**config.mk**
```make
export PLATFORM = sky130hd
export DESIGN_NAME = inst_fetch
export DESIGN_NICKNAME = d
export VERILOG_FILES = /design/src/rtl/inst_fetch.sv
export SDC_FILE = /design/constraint.sdc
export NUM_CORES = 1
export LEC_CHECK = 0
export ABC_AREA = 1
export CAP_MARGIN = 10
export CORE_MARGIN = 4
export CORE_UTILIZATION = 40
export CTS_CLUSTER_DIAMETER = 40
export DETAILED_ROUTE_END_ITERATION = 6
export PLACE_DENSITY_LB_ADDON = 0.25
export SYNTH_ARGS = -nofsm -noshare
export SYNTH_HDL_FRONTEND = slang
export SYNTH_SLANG_ARGS = --single-unit
export TNS_END_PERCENT = 100
```
**constraint.sdc**
```tcl
create_clock -name clk -period 4.16 [get_ports clk]
set_clock_uncertainty 0.15 [all_clocks]
set_input_delay 0.832 -clock clk [delete_from_list [all_inputs] [get_ports clk]]
set_output_delay 0.832 -clock clk [all_outputs]
set_load 0.01 [all_outputs]
```
**src/rtl/inst_fetch.sv**
```systemverilog
// Instruction fetch stage: PC register, single-entry IF register with decode
// handshake, and jump/branch redirect with flush of the in-flight instruction.
module inst_fetch #(
  parameter logic [31:0] RESET_PC = 32'h00000000
) (
  input  logic        clk,
  input  logic        rst_n,
  output logic [31:0] Addr,
  input  logic [31:0] INST,
  input  logic        stall,
  input  logic        id_ready,
  input  logic        branch_taken,
  input  logic [31:0] branch_offset,
  input  logic        jump,
  input  logic [25:0] jump_index,
  output logic [31:0] if_inst,
  output logic [31:0] if_pc,
  output logic        if_valid,
  output logic [31:0] fetch_cnt
);

  typedef enum logic {BOOT = 1'b0, RUN = 1'b1} state_t;

  state_t      r_state, w_state_nxt;
  logic [31:0] r_pc, r_if_inst, r_if_pc, r_fetch_cnt;
  logic        r_if_valid;

  logic        w_jmp, w_br, w_adv;
  logic [31:0] w_if_pc_p4, w_jmp_tgt, w_br_tgt;

  assign w_if_pc_p4 = r_if_pc + 32'd4;
  assign w_jmp_tgt  = {w_if_pc_p4[31:28], jump_index, 2'b00};
  assign w_br_tgt   = w_if_pc_p4 + {branch_offset[29:0], 2'b00};

  always_ff @(posedge clk or negedge rst_n) begin
    if (!rst_n) r_state <= BOOT;
    else        r_state <= w_state_nxt;
  end

  // BOOT lasts exactly one cycle; RUN is absorbing until reset
  always_comb begin
    w_state_nxt = r_state;
    case (r_state)
      BOOT:    w_state_nxt = RUN;
      RUN:     w_state_nxt = RUN;
      default: w_state_nxt = BOOT;
    endcase
  end

  // Redirects only apply to a live IF instruction; jump outranks branch,
  // and either outranks stall / decode backpressure
  always_comb begin
    w_jmp = 1'b0;
    w_br  = 1'b0;
    w_adv = 1'b0;
    if (r_state == RUN) begin
      w_jmp = r_if_valid & jump;
      w_br  = r_if_valid & branch_taken & ~jump;
      w_adv = ~w_jmp & ~w_br & ~stall & (~r_if_valid | id_ready);
    end
  end

  always_ff @(posedge clk or negedge rst_n) begin
    if (!rst_n) begin
      r_pc        <= RESET_PC;
      r_if_inst   <= 32'd0;
      r_if_pc     <= 32'd0;
      r_if_valid  <= 1'b0;
      r_fetch_cnt <= 32'd0;
    end else if (w_jmp) begin
      r_pc       <= w_jmp_tgt;
      r_if_valid <= 1'b0;
    end else if (w_br) begin
      r_pc       <= w_br_tgt;
      r_if_valid <= 1'b0;
    end else if (w_adv) begin
      r_if_inst   <= INST;
      r_if_pc     <= Addr;
      r_if_valid  <= 1'b1;
      r_pc        <= Addr + 32'd4;
      r_fetch_cnt <= r_fetch_cnt + 32'd1;
    end
  end

  assign Addr      = {r_pc[31:2], 2'b00};
  assign if_inst   = r_if_inst;
  assign if_pc     = r_if_pc;
  assign if_valid  = r_if_valid;
  assign fetch_cnt = r_fetch_cnt;

endmodule

```
==> flow_summary_export.csv <==
group,metric,value,unit
sta,layout_setup_ws,0.541,ns
floorplan,die_y,162,um
routing,drt_drc_violations_left,0,
place,place_ws,0.570,ns
layout,filler_cell_count,2255,
floorplan,die_w,162,um
sta,fin_setup_tns,0,ns
logic_synthesis,synthCells,1434,
sta,count_of_pins_over_their_slew_limit,0,
worst_setup_path,worst-path-max-fanout,5,
global_routing,grt.total_usage,24.7,%
global_routing,number_of_antenna_violations_at_the_first_check_in_global_routing,0,
logic_synthesis,synth_enable_flop_cells,0,
worst_setup_path,worstRegToRegCells,21,
place,dp_hpwl,26100,um
cts,post_cts_hold_buffer_count,0,
worst_setup_path,worst_setup_path_end_kind,"flop",
status,run_status,"completed",
logic_synthesis,netlist_area,0.00946,mm^2
place,dpl.cell_count,1943,
logic_synthesis,ys_warn_count,0,
sta,post-route-min-period,3.62,ns
power,fin_total_pwr,8.03,mW
floorplan,design.die.area,0.0262,mm^2
sta,timing.final.crit_share,87.0,%
layout,layout_common_cells,"nand2_1 (514), clkdlybuf4s50_1 (217), inv_1 (161)",
floorplan,start_util,41.3,%
cts,cts_max_path_buffers,2,
logic_synthesis,synth_seq_area_share,33.3,%
layout,multi_input_combinational_cell_area,0.00553,mm^2
worst_setup_path,critical_path_required,4.32,ns
worst_setup_path,critical_path_arrival,3.78,ns
sta,tightestPinTransition,0.633,ns
global_routing,grt_start_max_net_pins,59,
cts,clock_tree_from_tritoncts,"yes",
layout,flow.area_growth_from_synthesis,33.2,%
cts,clock_insertion_delay_worst_skew,0.42,ns
routing,firstDrtPassIters,7,
logic_synthesis,netlist-cell-type-count,40,
worst_setup_path,crit-reg2reg-launch,"if_pc[3]$_DFFE_PN0P_",
cts,cts.sink_count,126,
layout,drive_gt1_share,4.51,%
flow_run,timing.max_cap.violations,0,
floorplan,design.portCount,225,
cts,post_cts_resized,0,
cts,cts_post_setup_buffers_inserted,0,
sta,rsz0062_at_grt,"false",
logic_synthesis,ys.flop_type,"dfrtp_1",
logic_synthesis,syn_avg_cell_area,6.59,um^2
worst_setup_path,timing.setup.critical_path_class,"flop to flop",
place,buffer_ports.inserted,218,
layout,regArea,0.00315,mm^2
cts,cts_htree_levels,4,
logic_synthesis,async_flop_share,100,%
worst_setup_path,crit_path_start_kind,"flop",
place,gp_congestion,0.923,
sta,fmax,276,MHz
sta,relSlewSlack,57.4,%
power,vdd_ir_drop_max,391,uV
global_routing,grt_pass1_vias,9786,
routing,wl,32800,um
sta,finalSetupViolations,0,
layout,layout.cells.most_common,"nand2_1",
worst_setup_path,reg2reg_slack,0.54,ns
worst_hold_path,min_path_type,"input pin to asynchronous set/reset pin",
routing,initialDrtViolationCount,629,
sta,final-hold-violation-count,0,
layout,nNetsFinal,1783,
cts,cts.reportedPaths.clkPinSlew,0.06,ns
logic_synthesis,synth-seq-cells,126,
routing,num_vias,9899,
routing,routed_via_count_divided_by_cell_count,5.01,
routing,routed_wire_length_per_instance,16.6,um
global_routing,grt_first_pass_wirelength,51200,um
layout,finalNonFillerCells,1976,
power,power.density_cell_area,637,mW/mm^2
cts,cts_buffer_count,17,
power,p_leak,6.22,nW
routing,routed_antenna_nets,0,
floorplan,row_count,55,
cts,cts_root_buf,"clkbuf_16",
global_routing,global_route.overflow_total,0,
floorplan,coreArea,0.0229,mm^2
worst_setup_path,reg2reg_to,"r_pc[31]$_DFFE_PN0P_",
==> critical path, stage by stage, from the launching register on <==
cell and delay (ns):
dfrtp_1 0.44, ha_1 0.22, nand3_1 0.19, nor2_1 0.22, nand3_1 0.19, nor4_2 0.32
nand2_1 0.11, xor2_1 0.17, inv_1 0.06, ha_1 0.34, nand2_1 0.13, inv_1 0.05
nand2_1 0.05, nand2_1 0.06, a21oi_1 0.16, nand2_1 0.11, a21oi_1 0.20, nand2_1 0.09
nand3_1 0.09, nand2_1 0.06, nand2_1 0.05, nand2_1 0.05
==> per-layer routing <==
layer  share of wire (%)  vias up  wire [um]  global-route usage [%]
met3                 7.6       48       2490                    6.47
li1                    -     4999          -                       -
met1                  44     4532      14300                    31.4
met2                  46      320      15100                    41.3
met4                 2.5        0        831                    7.54
met5                   0        -          0                       0
==> cell usage after synthesis, drive strengths merged, types with 7 or more instances <==
| cell | number | share of area, % |
|---|---|---|
| a21oi | 62 | 3.3 |
| buf | 22 | 1.1 |
| clkbuf | 14 | 0.56 |
| dfrtp | 126 | 33 |
| ha | 37 | 4.9 |
| inv | 169 | 6.7 |
| nand2 | 518 | 21 |
| nand3 | 89 | 4.8 |
| nand3b | 9 | 0.71 |
| nand4 | 23 | 1.6 |
| nor2 | 141 | 5.9 |
| nor3 | 51 | 3.4 |
| o21ai | 61 | 3.2 |
| o21bai | 7 | 0.56 |
| xnor2 | 22 | 2.0 |
| xor2 | 52 | 4.8 |
==> registers in the layout, summed over array words and instances, names as in the netlist <==
name / count
fetch_cnt: 32
if_inst: 32
if_pc: 30
if_valid: 1
r_pc: 30
r_state: 1
==> worst max path at each step <==
stage | to | startpoint | cells past startpoint | slack, ns
CTS | r_pc[31]$_DFFE_PN0P_ | if_pc[3]$_DFFE_PN0P_ | 21 | 0.54
detailed placement | r_pc[31]$_DFFE_PN0P_ | if_pc[3]$_DFFE_PN0P_ | 21 | 0.57
finish | r_pc[31]$_DFFE_PN0P_ | if_pc[3]$_DFFE_PN0P_ | 21 | 0.54
global route | r_pc[31]$_DFFE_PN0P_ | if_pc[3]$_DFFE_PN0P_ | 19 | 0.21
floorplan | r_pc[27]$_DFFE_PN0P_ | if_pc[3]$_DFFE_PN0P_ | 20 | 1.20
global placement | r_pc[31]$_DFFE_PN0P_ | if_pc[3]$_DFFE_PN0P_ | 20 | 0.64
==> logic make-up (layout without fill, tap and decap cells) <==
logic type               after synthesis  after routing  share of synthesized area, %
XOR/XNOR                              74             74                          6.85
AO/OA/AOI/OAI                        144            144                          8.15
other                                  2              6                        0.0794
AND/OR/NAND/NOR                      845            845                          38.1
buffers and inverters                205            430                          8.40
flip-flops                           126            126                          33.3
adder cells (fa/ha/maj)               38             38                          5.11
==> report_power, final <==
group | total (mW) | internal [mW] | switching [mW]
clock | 1.55 | 0.954 | 0.599
combinational | 4.16 | 1.83 | 2.33
sequential | 2.32 | 1.69 | 0.630
total | 8.03 | 4.47 | 3.56
==> final cells by class <==
type | instances | area share, %
Antenna cell | 1 | 0.0199
Clock inverter | 14 | 1.45
Timing Repair Buffer | 229 | 18.1
Tap cell | 313 | 3.11
Clock buffer | 18 | 3.41
Multi-Input combinational cell | 1106 | 43.9
Sequential cell | 126 | 25.0
Inverter | 169 | 5.04
==> stage by stage <==
stage                     hold slack [ns]  cell area [um^2]  util, %
final                               0.270             12600     55.0
after global routing                0.316             12600     54.9
after CTS                           0.298             12600     54.9
after detailed placement            0.317             12000     52.3
after global placement              0.311             12000     52.3
after floorplan                     0.365              9470        -
Note: power is estimated with default switching activity, not from simulation.
